## src/rtl/imem_arbiter.sv

```systemverilog
// Instruction-memory port arbiter: the fetch stage reads, and the program loader takes the write
// port in bursts. Define IMEM_ARB_FAIR_EN to force a one-cycle fetch window every MAX_BURST grants.
module imem_arbiter #(
    parameter int unsigned MAX_BURST = 16
) (
    input  logic        clk,
    input  logic        rst,
    input  logic        f_req,
    input  logic [15:0] f_addr,
    output logic [15:0] f_rdata,
    output logic        f_valid,
    output logic        f_stall,
    output logic        f_flush,
    input  logic        l_req,
    output logic        l_gnt,
    input  logic        l_we,
    input  logic [15:0] l_addr,
    input  logic [15:0] l_data,
    output logic [15:0] mem_rdaddr,
    output logic [15:0] mem_wraddr,
    output logic [15:0] mem_data,
    output logic        mem_wren,
    input  logic [15:0] mem_q
);

    localparam logic [1:0] S_FETCH   = 2'd0;
    localparam logic [1:0] S_GRANT   = 2'd1;
    localparam logic [1:0] S_RELEASE = 2'd2;

    logic [1:0] r_state;
    logic [1:0] w_state_next;
    logic       r_f_valid;
    logic       w_accept;
    logic       w_force_release;
    logic       w_yield;
    logic       w_burst_done;

`ifdef IMEM_ARB_FAIR_EN
    localparam int unsigned CNT_W = $clog2(MAX_BURST + 1);
    localparam logic [CNT_W-1:0] CNT_LAST = CNT_W'(MAX_BURST - 1);

    logic [CNT_W-1:0] r_cnt;
    logic             r_yield;

    // r_cnt holds the index of the current grant cycle; the last allowed one ends the burst.
    assign w_burst_done = (r_cnt == CNT_LAST);
    assign w_yield      = r_yield;

    always_ff @(posedge clk or posedge rst) begin
        if (rst) begin
            r_cnt   <= '0;
            r_yield <= 1'b0;
        end else begin
            if (r_state == S_GRANT) begin
                r_cnt <= r_cnt + CNT_W'(1);
            end else begin
                r_cnt <= '0;
            end
            if (w_force_release) begin
                r_yield <= 1'b1;
            end else if (r_state == S_FETCH) begin
                r_yield <= 1'b0;
            end
        end
    end
`else
    assign w_burst_done = 1'b0;
    assign w_yield      = 1'b0;
`endif

    always_comb begin
        w_state_next    = r_state;
        w_force_release = 1'b0;
        case (r_state)
            S_FETCH: begin
                if (l_req) begin
                    w_state_next = S_GRANT;
                end
            end
            S_GRANT: begin
                if (!l_req) begin
                    w_state_next = S_RELEASE;
                end else if (w_burst_done) begin
                    w_state_next    = S_RELEASE;
                    w_force_release = 1'b1;
                end
            end
            S_RELEASE: w_state_next = S_FETCH;
            default:   w_state_next = S_FETCH;
        endcase
    end

    // During a yield window the loader request is ignored so one fetch can get through.
    assign w_accept = ~rst & (r_state == S_FETCH) & f_req & (~l_req | w_yield);

    always_ff @(posedge clk or posedge rst) begin
        if (rst) begin
            r_state   <= S_FETCH;
            r_f_valid <= 1'b0;
        end else begin
            r_state   <= w_state_next;
            r_f_valid <= w_accept;
        end
    end

    assign l_gnt      = ~rst & (r_state == S_GRANT);
    assign f_flush    = ~rst & (r_state == S_RELEASE);
    assign f_stall    = rst | (r_state != S_FETCH) | (l_req & ~w_yield);
    assign f_valid    = r_f_valid;
    assign f_rdata    = mem_q;
    assign mem_rdaddr = f_addr;
    assign mem_wraddr = l_addr;
    assign mem_data   = l_data;
    assign mem_wren   = l_gnt & l_we;

endmodule

```

## config.mk

```make
export PLATFORM = sky130hd
export DESIGN_NAME = imem_arbiter
export DESIGN_NICKNAME = d
export VERILOG_FILES = /design/src/rtl/imem_arbiter.sv
export SDC_FILE = /design/constraint.sdc
export NUM_CORES = 1
export LEC_CHECK = 0
export BUFFER_PORTS_ARGS = -buffer_cell sky130_fd_sc_hd__buf_2
export CORE_AREA = 8 8 59 61
export CTS_CLUSTER_SIZE = 40
export DETAILED_ROUTE_END_ITERATION = 10
export DIE_AREA = 0 0 67 69
export PLACE_DENSITY_LB_ADDON = 0.12
export SETUP_SLACK_MARGIN = 0.05
export SYNTH_ARGS = -nofsm -noshare
export SYNTH_HDL_FRONTEND = slang
export SYNTH_SLANG_ARGS = --single-unit
export TNS_END_PERCENT = 30
```

## constraint.sdc

```tcl
create_clock -name clk -period 2.9 [get_ports clk]
set_input_delay 0 -clock clk [delete_from_list [all_inputs] [get_ports clk]]
set_output_delay 0 -clock clk [all_outputs]
set_load 0.03 [all_outputs]
```

======== Word level (Yosys, flattened, before mapping) ========
Cells that the tools add are included.
storage, ports and cells
  flip-flop bits (word level) ............. 3
  input bits .............................. 69
  output and inout port bits .............. 69
operators by class
  equal/unequal tests ..................... 4
  muxes and demuxes ....................... 3
  bitwise operators ....................... 10
  reduce and logical (&&, ||, !) cells .... 3
operators by type and width
  operator                                                         count
  1-bit AND                                                        6
  2-bit two-way mux                                                2
  2-bit inequality test, second input constant                     2
  2-bit case mux with 2 select lines                               1
  2-bit by 1-bit == test with 1-bit output, second input constant  1
  2-bit == test, second input constant                             1
  2-bit logical NOT                                                1
  1-bit inverter                                                   2
  1-bit OR                                                         2
  2-bit AND reduction                                              1
  2-bit nonzero test                                               1

======== Logic depth before layout (Yosys ltp) ========
  depth in word-level cells ............... 4
  depth in mapped cells ................... 2

======== Worst setup path after synthesis ========
No wires, ideal clock.
  path type ............................... reg-to-output
  from .................................... reg r_state[1]
  to ...................................... out mem_wren
  arrival time ............................ 1290 ps
  path slack .............................. 1610 ps
  stages on the path, launching flop included .. 3
  path buffers ............................ 0
  cells stage by stage .................... dfrtp_1 -> nand2b_1 -> nor3b_1
on the way
  word-level cells in the longest chain between the ends .. 3
ends and longest elaborated chain
  what                                      line  text
  start, declared                           30    logic [1:0] r_state;
  start signal, assigned                    101   r_state <= w_state_next;
  2-bit by 1-bit == test with 1-bit output  106   assign l_gnt = ~rst & (r_state == S_GRANT);
  1-bit AND                                 106
  1-bit AND                                 114   assign mem_wren = l_gnt & l_we;
  end, declared                             22    output logic mem_wren,
No other way between the ends.

======== Final worst setup path ========
  from .................................... in rst
  to ...................................... out f_stall
on the way
  word-level cells in the longest chain between the ends .. 2
ends and longest elaborated chain
  what                   line  text
  start, declared        7     input logic rst,
  1-bit OR (2 in a row)  108   assign f_stall = rst | (r_state != S_FETCH) | (l_req & ~w_yield);
  end, declared          12    output logic f_stall,
No other way between the ends.

==> out/summary.json <==
{
  "floorplan.die.width": {"value": 67, "unit": "um"},
  "placed_instances": {"value": 53},
  "tritoncts": {"value": "yes"},
  "type_of_element_capturing_the_critical_path": {"value": "output port"},
  "num_vias": {"value": 220},
  "syn-cell-area": {"value": 618, "unit": "um^2"},
  "grtUsageTotal": {"value": 4.44, "unit": "%"},
  "fin_tns_setup": {"value": 0, "unit": "ps"},
  "static-leakage-power": {"value": 0.135, "unit": "nW"},
  "antenna_diodes": {"value": 0},
  "cpMaxStageDelayCell": {"value": "sky130_fd_sc_hd__dlygate4sd3_1"},
  "core_area": {"value": 2620, "unit": "um^2"},
  "timing.reg2reg.worst_path_depth": {"value": 2},
  "required": {"value": 2900, "unit": "ps"},
  "final_period_minus_worst_setup_slack": {"value": 1370, "unit": "ps"},
  "p_sw_share": {"value": 25.1, "unit": "%"},
  "design.die.area": {"value": 4620, "unit": "um^2"},
  "setup_viol": {"value": 0},
  "postSynthRegisterBits": {"value": 3},
  "status": {"value": "complete, no violations"},
  "die_height": {"value": 69, "unit": "um"},
  "timing.rr.end": {"value": "f_valid"},
  "first_iter_violations": {"value": 5},
  "power.share.combinational": {"value": 16.5, "unit": "%"},
  "cts.hold.buffers_added": {"value": 3},
  "largest_net_degree_at_the_start_of_global_routing": {"value": 6},
  "seq_power_share": {"value": 32.5, "unit": "%"},
  "crit-reg2reg-launch": {"value": "r_state[1]"},
  "syn2layout_area_growth": {"value": -55.1, "unit": "%"},
  "drc": {"value": 0},
  "cts.sink_count": {"value": 3},
  "worst_hold_slack": {"value": 0.0116, "unit": "ps"},
  "final_nets": {"value": 99},
  "cp_slowest_stage_delay": {"value": 530, "unit": "ps"},
  "critPathArrivalTime": {"value": 1370, "unit": "ps"},
  "grt_first_pass_wirelength": {"value": 1500, "unit": "um"},
  "worstSetupStartpointType": {"value": "input port"},
  "worst_skew_pair_latency": {"value": 230, "unit": "ps"},
  "yosysUniqueCellTypes": {"value": 9},
  "syn_avg_cell_area": {"value": 8.03, "unit": "um^2"},
  "crit_path_cell_trace": {"value": "dlygate4sd3_1, buf_2, or4_4, buf_2"},
  "effective_utilization_at_floorplan": {"value": 23.6, "unit": "%"},
  "critPathLaunch": {"value": "rst"},
  "port-buffer-count": {"value": 9},
  "worst_hold_startpoint": {"value": "l_addr[3]"},
  "min_to": {"value": "mem_wraddr[3]"},
  "antenna_violating_nets_post_route": {"value": 0},
  "worstHoldPathType": {"value": "in -> out"},
  "slew_headroom": {"value": 84.2, "unit": "%"},
  "routed_wl": {"value": 959, "unit": "um"},
  "mappedNetlistNets": {"value": 146},
  "max_fclk": {"value": 731, "unit": "MHz"},
  "layout_fillers": {"value": 307},
  "ios": {"value": 138},
  "place_hpwl": {"value": 782, "unit": "um"},
  "drv_cap": {"value": 0},
  "globalRoute.totalOverflow": {"value": 0},
  "wl_met1": {"value": 302, "unit": "um"},
  "ir_drop": {"value": 0.000114, "unit": "V"},
  "route.detailed.wl_per_inst": {"value": 16.0, "unit": "um"},
  "rsz_0062_raised_after_global_routing": {"value": "false"},
  "timing_worst_setup_path_type": {"value": "in -> out"},
  "switching_power": {"value": 0.0354, "unit": "mW"},
  "cts_max_path_buffers": {"value": 2},
  "grt_pass1_vias": {"value": 279},
  "timing.hold.worst_path_depth": {"value": 0},
  "power_report.internal_total": {"value": 0.106, "unit": "mW"},
  "cts_root_buffer": {"value": "sky130_fd_sc_hd__clkbuf_4"},
  "rd_place_congestion": {"value": 0.662},
  "first_pass_iters": {"value": 2},
  "dp_slack": {"value": 1780, "unit": "ps"},
  "post_cts_setup_bufs": {"value": 0},
  "reg2reg_slack": {"value": 1790, "unit": "ps"},
  "cp_max_fo": {"value": 5},
  "layout_commonest_cell": {"value": "sky130_fd_sc_hd__buf_2"},
  "final-hold-violation-count": {"value": 0},
  "timing.critical_path.mode_cell": {"value": "sky130_fd_sc_hd__buf_2"},
  "highest-signal-layer": {"value": "met4"},
  "ys.warnings.count": {"value": 0},
  "max_slew.worst_pin.slew": {"value": 236, "unit": "ps"},
  "grt_antenna_before_repair": {"value": 0},
  "final_setup_slack_of_the_worst_path": {"value": 1530, "unit": "ps"},
  "h-tree-depth": {"value": 1},
  "synth_cells": {"value": 77},
  "part_of_the_total_power_dissipated_in_the_clock_network": {"value": 51.1, "unit": "%"},
  "fin_crit_share": {"value": 47.1, "unit": "%"},
  "finalCoreUtilization": {"value": 10.6, "unit": "%"},
  "synth.yosys.seq_area_share": {"value": 12.1, "unit": "%"},
  "power.density": {"value": 509, "unit": "nW/um^2"},
  "avgViaCountPerCell": {"value": 3.67},
  "final_layout_size_suffix_gt1_share": {"value": 51.7, "unit": "%"},
  "fin_cells": {"value": 60},
  "cts_repair_resize_count": {"value": 0},
  "core.rowCount": {"value": 19},
  "met3_length": {"value": 299, "unit": "um"},
  "cts-buffers-inserted": {"value": 3},
  "most-common-layout-cells": {"value": "sky130_fd_sc_hd__buf_2 (9), sky130_fd_sc_hd__clkbuf_4 (3), sky130_fd_sc_hd__dfrtp_1 (3), sky130_fd_sc_hd__dlygate4sd3_1 (3)"},
  "final_max_slew_viol_count": {"value": 0},
  "clock-skew-final": {"value": 2.14, "unit": "ps"},
  "wl_met2": {"value": 262, "unit": "um"}
}
cell usage after synthesis (all sizes together):
cell type / number / area share [%]
buf: 64 / 78
dfrtp: 3 / 12
nor2: 3 / 2.2
inv: 2 / 1.2
nor3b: 2 / 2.4
and2b: 1 / 1.4
nand2b: 1 / 1.0
or4: 1 / 1.8
worst max-delay path: cells and delay by family:
kind	cells	cell delay, ps
buf+inv	3	880
simple gates	1	490
registers in the layout, summed over array words and instances, names as in the netlist:
name,count
r_state,2
f_valid,1
worst max-delay path by stage:
stage	endpoint	slack (ps)	depth (start not counted)
final	f_stall	1530	4
after global routing	f_stall	1480	2
after CTS	f_stall	1520	2
after global placement	f_stall	1790	2
after detailed placement	f_stall	1780	2
after floorplan	mem_wren	1610	2
power by group through the flow:
stage	Combinational (mW)	Sequential (mW)	Clock [mW]
floorplan	0.177	0.0469	0
global placement	0.0209	0.0463	0
detailed placement	0.0205	0.0464	0
CTS	0.0238	0.0459	0.0766
global route	0.0257	0.0461	0.0825
finish	0.0233	0.0459	0.0722
routing by layer:
layer  up-vias  global-route usage (%)
met5         -                       0
met4         0                    6.98
met3        24                    7.27
met2        44                    3.09
met1        79                    3.32
li1         73                       -
logic make-up after synthesis:
family	count (synthesis)	share of synthesized area [%]
buffers and inverters	66	78.9
AND/OR/NAND/NOR	8	8.91
flip-flops	3	12.1
layout make-up:
class,count,area [um^2],share of cell area [%]
Timing Repair Buffer,12,75.1,27.0
Sequential cell,3,75.1,27.0
Clock buffer,4,26.3,9.46
Tap cell,31,38.8,14.0
Multi-Input combinational cell,8,55.1,19.8
Inverter,2,7.51,2.70
through the flow:
step,total power [mW],instance area [um^2]
after floorplan,0.224,618
after global placement,0.0672,221
after detailed placement,0.0668,221
after CTS,0.146,278
after global routing,0.154,278
final,0.141,278
Power figures use the tool's default switching activity.
